<file path="src/rtl/comparatore_pkg.sv">
// Shared types and helpers for the sequential magnitude comparator.
// Holds the FSM state encoding, the one-hot result encoding and the
// function that merges a sticky result with a newly compared digit.
package comparatore_pkg;

   typedef enum logic [1:0] {
      IDLE = 2'd0,
      SCAN = 2'd1,
      DONE = 2'd2
   } state_t;

   // One-hot result, bit order matches the {gt, eq, lt} output ports
   typedef enum logic [2:0] {
      GT = 3'b100,
      EQ = 3'b010,
      LT = 3'b001
   } cmp_res_t;

   // EQ means "no difference seen yet"; the first non-EQ digit wins and sticks
   function automatic cmp_res_t cmp_digit_res(input cmp_res_t sticky, input cmp_res_t digit);
      return (sticky != EQ) ? sticky : digit;
   endfunction

endpackage

</file>
<file path="src/rtl/comparatore_digit.sv">
// Combinational magnitude compare of one DIGIT-bit slice.
// This is the multi-bit form of the single-bit cell
// (gt = a & ~b, eq = ~(a ^ b), lt = ~a & b); outputs are one-hot.
module comparatore_digit #(
   parameter int DIGIT = 4
) (
   input  logic [DIGIT-1:0] i_a,
   input  logic [DIGIT-1:0] i_b,
   output logic             o_gt,
   output logic             o_eq,
   output logic             o_lt
);

   assign o_gt = (i_a >  i_b);
   assign o_eq = (i_a == i_b);
   assign o_lt = (i_a <  i_b);

endmodule

</file>
<file path="src/rtl/comparatore_seq.sv">
// Multi-cycle WIDTH-bit magnitude comparator, unsigned or two's-complement.
// Scans DIGIT bits per cycle from the MSB and returns a one-hot GT/EQ/LT
// behind valid/ready handshakes on both sides.
// Optional feature: define COMPARATORE_EARLY_EXIT_EN to end the scan on the
// first differing digit; otherwise the scan always takes NDIG cycles.
module comparatore_seq
   import comparatore_pkg::*;
#(
   parameter int WIDTH = 16,
   parameter int DIGIT = 4
) (
   input  logic             clk,
   input  logic             rst_n,
   input  logic             in_valid,
   output logic             in_ready,
   input  logic [WIDTH-1:0] a,
   input  logic [WIDTH-1:0] b,
   input  logic             signed_mode,
   output logic             out_valid,
   input  logic             out_ready,
   output logic             gt,
   output logic             eq,
   output logic             lt,
   output logic             busy
);

   localparam int SAFE_DIGIT = (DIGIT < 1) ? 1 : DIGIT;
   localparam int NDIG       = WIDTH / SAFE_DIGIT;
   localparam int IDXW       = (NDIG > 1) ? $clog2(NDIG) : 1;
   localparam logic [IDXW-1:0]  IDX_TOP  = IDXW'(NDIG - 1);
   localparam logic [WIDTH-1:0] MSB_MASK = WIDTH'(1) << (WIDTH - 1);

   generate
      if (DIGIT < 1) begin : g_bad_digit
         $error("comparatore_seq: DIGIT must be at least 1");
      end else if ((WIDTH % SAFE_DIGIT) != 0) begin : g_bad_width
         $error("comparatore_seq: WIDTH must be a multiple of DIGIT");
      end
   endgenerate

   state_t           r_state;
   logic [WIDTH-1:0] r_a;
   logic [WIDTH-1:0] r_b;
   logic [IDXW-1:0]  r_idx;
   cmp_res_t         r_res;
   logic [2:0]       r_out_res;
   logic             r_out_valid;
   logic             r_in_ready;
   logic             r_busy;

   logic [SAFE_DIGIT-1:0] w_a_digs [NDIG];
   logic [SAFE_DIGIT-1:0] w_b_digs [NDIG];
   logic                  w_gt;
   logic                  w_eq;
   logic                  w_lt;
   cmp_res_t              w_next_res;
   logic                  w_scan_end;

   // Split the captured operands into digits so the scan can index them
   genvar gi;
   generate
      for (gi = 0; gi < NDIG; gi++) begin : g_digits
         assign w_a_digs[gi] = r_a[gi*SAFE_DIGIT +: SAFE_DIGIT];
         assign w_b_digs[gi] = r_b[gi*SAFE_DIGIT +: SAFE_DIGIT];
      end
   endgenerate

   comparatore_digit #(
      .DIGIT (SAFE_DIGIT)
   ) u_digit (
      .i_a  (w_a_digs[r_idx]),
      .i_b  (w_b_digs[r_idx]),
      .o_gt (w_gt),
      .o_eq (w_eq),
      .o_lt (w_lt)
   );

   assign w_next_res = cmp_digit_res(r_res, cmp_res_t'({w_gt, w_eq, w_lt}));

`ifdef COMPARATORE_EARLY_EXIT_EN
   assign w_scan_end = (r_idx == '0) || (w_next_res != EQ);
`else
   assign w_scan_end = (r_idx == '0);
`endif

   // Control FSM: capture in IDLE, one digit per cycle in SCAN, hold result in DONE
   always_ff @(posedge clk or negedge rst_n) begin
      if (!rst_n) begin
         r_state     <= IDLE;
         r_a         <= '0;
         r_b         <= '0;
         r_idx       <= IDX_TOP;
         r_res       <= EQ;
         r_out_res   <= 3'b000;
         r_out_valid <= 1'b0;
         r_in_ready  <= 1'b1;
         r_busy      <= 1'b0;
      end else begin
         case (r_state)
            IDLE: begin
               if (in_valid && r_in_ready) begin
                  // Flipping the sign bit maps two's-complement onto offset binary,
                  // so the unsigned digit scan yields the signed order
                  r_a        <= a ^ ({WIDTH{signed_mode}} & MSB_MASK);
                  r_b        <= b ^ ({WIDTH{signed_mode}} & MSB_MASK);
                  r_idx      <= IDX_TOP;
                  r_res      <= EQ;
                  r_in_ready <= 1'b0;
                  r_busy     <= 1'b1;
                  r_state    <= SCAN;
               end
            end
            SCAN: begin
               r_res <= w_next_res;
               r_idx <= r_idx - IDXW'(1);
               if (w_scan_end) begin
                  r_out_res   <= w_next_res;
                  r_out_valid <= 1'b1;
                  r_state     <= DONE;
               end
            end
            DONE: begin
               if (r_out_valid && out_ready) begin
                  r_out_res   <= 3'b000;
                  r_out_valid <= 1'b0;
                  r_in_ready  <= 1'b1;
                  r_busy      <= 1'b0;
                  r_idx       <= IDX_TOP;
                  r_state     <= IDLE;
               end
            end
            default: begin
               r_state <= IDLE;
            end
         endcase
      end
   end

   assign in_ready     = r_in_ready;
   assign out_valid    = r_out_valid;
   assign {gt, eq, lt} = r_out_res;
   assign busy         = r_busy;

endmodule

</file>
<file path="config.mk">
export PLATFORM = sky130hd
export DESIGN_NAME = comparatore_seq
export DESIGN_NICKNAME = d
export VERILOG_FILES = /design/src/rtl/comparatore_pkg.sv /design/src/rtl/comparatore_digit.sv /design/src/rtl/comparatore_seq.sv
export SDC_FILE = /design/constraint.sdc
export NUM_CORES = 1
export LEC_CHECK = 0
export CAP_MARGIN = 20
export CORE_UTILIZATION = 54
export CTS_CLUSTER_DIAMETER = 150
export DETAILED_ROUTE_END_ITERATION = 6
export PLACE_DENSITY = 0.86
export SYNTH_ARGS = -nofsm -noshare
export SYNTH_HDL_FRONTEND = slang
export SYNTH_SLANG_ARGS = --single-unit
</file>
<file path="constraint.sdc">
create_clock -name clk -period 6.6 [get_ports clk]
set_clock_uncertainty 0.2 [all_clocks]
set_input_delay 1.65 -clock clk [delete_from_list [all_inputs] [get_ports clk]]
set_output_delay 1.65 -clock clk [all_outputs]
set_load 0.03 [all_outputs]
</file>
==> out/results.ini <==
[sta]
hold_viol = 0
final.setup.worst_slack_ns = 3.22
timing.fmax_mhz = 296
slew_violations = 0
layout_min_cycle_time_ns = 3.38
rsz0062_at_grt = no
worst_slew_pin_slew_ns = 0.960
whs_ns = 0.300
setup_tns_ns = 0
min_period_over_period_pct = 51.2
relSlewSlack_pct = 36.0
setup_violations = 0

[floorplanning]
dieWidth_microns = 64.0
start_util_pct = 56.7
std_cell_rows = 22
core-area_sq_um = 3660
pin_count = 43
die_h_microns = 64.0
dieArea_sq_um = 4090

[synthesis]
yosys.area.top_type_share_pct = 49.5
synthTopCellsByArea = dfrtp_1 49%, mux2_2 16%, mux4_2 8.7%, dfstp_2 5.1%, ha_1 3.0%
synth_top_cell_by_area = dfrtp_1
yosys_warnings = 0
synth_seq_cells = 45
yosysUniqueCellTypes = 30
syn_area_sq_um = 2070
synth_top_flop_cell = dfrtp_1
synth_edf_count = 0
syn-num-nets = 193
async_reset_ff_share_pct = 100
synth-seq-area-share_pct = 54.5
synth_cells = 151
synthTopCellsByCount = 41 x dfrtp_1, 30 x mux2_2, 10 x nand2_1
avgSynthCellArea_sq_um = 13.7
synth_most_common_cell = dfrtp_1

[setup_path]
endpoint_kind = output port
reg2reg_slack_ns = 3.89
path_depth = 1
crit_start = in_ready
slowest_delay_ns = 0.67
critical_path_class = reg -> out
worst_path_max_delay_cell = clkdlybuf4s50_1
r2r_start = r_idx[0]
cp-endpoint = in_ready
path_buf_inv = 1
cp_data_required_time_ns = 4.75
r2r-end = r_out_res[2]
reg2regPathDepth = 6
crit_path_cell_trace = clkdlybuf4s50_1
critPathMaxFanout = 4
worstPathArrival_ns = 1.53
critPathTopFamily = buffers and inverters
worst_setup_path_start_kind = register

[layout]
fin_nets = 238
area_growth_pct = 25.4
antenna_cells = 0
utilization_pct = 71.1
drive_gt1_share_pct = 27.4

[grt]
grt_overflow_total = 0
grt_pass1_wl_microns = 6600
antenna_found_initial = 0
grt_pass1_vias = 1440
groute.usage.overall_pct = 22.0
grt_max_degree = 46

[placement]
io_buffer_count = 42
place_ws_ns = 3.11
place_congestion = 0.693
hpwlAfterDp_microns = 2740

[clock_tree]
clk-insertion-delay-late_ns = 0.29
cts-root-buf = clkbuf_8
clk_pin_slew_ns = 0.08
cts_max_level = 2
cts_inserted_buffers = 5
post_cts_buffers = 0
holdBufCountCts = 0
clock_path_buffers = 2
cts_sinks = 45
cts_resized = 0
cts_tree = built

[detailed_routing]
dr.pass1.iters = 4
drt-total-wl_microns = 3780
post_drt_via_cell_ratio = 5.60
drt-initial-drc-count = 104
vias = 1372
drc = 0
antenna_left = 0
routedWlPerCell_microns = 15.4

[power_and_ir_drop]
power.density_nw_per_um2 = 463
leakage_uw = 0.00110
vdd_drop_max_mv = 0.253

[flow_run]
drv_cap = 0

[hold_path]
hp-class = reg -> reg

[status]
status = complete, no violations

-- routing by layer --
layer	track usage, %	part of all wire, %	vias up
met2	38.8	53	43
met5	0	0	-
met3	6.96	4.4	6
met4	7.95	1.2	0
li1	-	-	632
met1	24.9	42	691
-- cells in the final DEF (no fill, tap or decap), types with 2 or more instances in the layout --
cell,n
nand3_1,3
inv_1,8
dfrtp_1,41
mux4_2,8
clkinv_2,2
nor2_1,8
ha_1,5
clkbuf_8,5
mux2_2,30
o211ai_1,2
a21oi_1,7
clkdlybuf4s50_1,41
xnor2_1,2
o21ai_0,4
nand2_1,10
dfstp_2,4
-- worst min path at each step --
| stage | startpoint | to | depth (start not counted) |
|---|---|---|---|
| after floorplan | r_b[4] | r_b[4] | 1 |
| after global placement | busy | busy | 2 |
| after detailed placement | r_b[4] | r_b[4] | 1 |
| after CTS | in_ready | in_ready | 2 |
| after global routing | r_res[1] | r_res[1] | 2 |
| final | r_b[4] | r_b[4] | 1 |
-- per-stage QoR --
stage,cell area [sq um],std cells,power [uW]
global placement,2510,237,1010
CTS,2600,245,1220
finish,2600,245,1210
floorplan,2070,151,900
global route,2600,245,1300
detailed placement,2510,237,1050
-- cells by family after synthesis --
| kind of cell | synth area share [%] |
|---|---|
| xor+xnor | 0.845 |
| simple gates | 7.30 |
| mux | 25.5 |
| compound gates | 5.31 |
| flops | 54.5 |
| buf+inv | 3.50 |
| fa+ha+maj | 3.02 |
-- where the power goes --
group	internal [uW]	switching (uW)	total, uW	leakage [uW]
Sequential	421	107	527	0.000533
Clock	73.1	90.8	164	0.0000439
Combinational	292	222	514	0.000521
-- area by class of cell --
| cell class | instances | area [sq um] |
|---|---|---|
| clock buffer | 5 | 68.8 |
| clock inverter | 3 | 17.5 |
| fill | 256 | 1060 |
| inverter | 8 | 30.0 |
| multi-input combinational | 93 | 871 |
| sequential | 45 | 1130 |
| tap | 48 | 60.1 |
| timing repair buffer | 43 | 423 |
-- flip-flops by register name, summed over array words and instances, names as in the netlist --
register	count
r_a	16
r_b	16
r_out_res	3
r_res	3
r_idx	2
r_state	2
busy	1
in_ready	1
out_valid	1
Note: power is estimated with default switching activity, not from simulation.
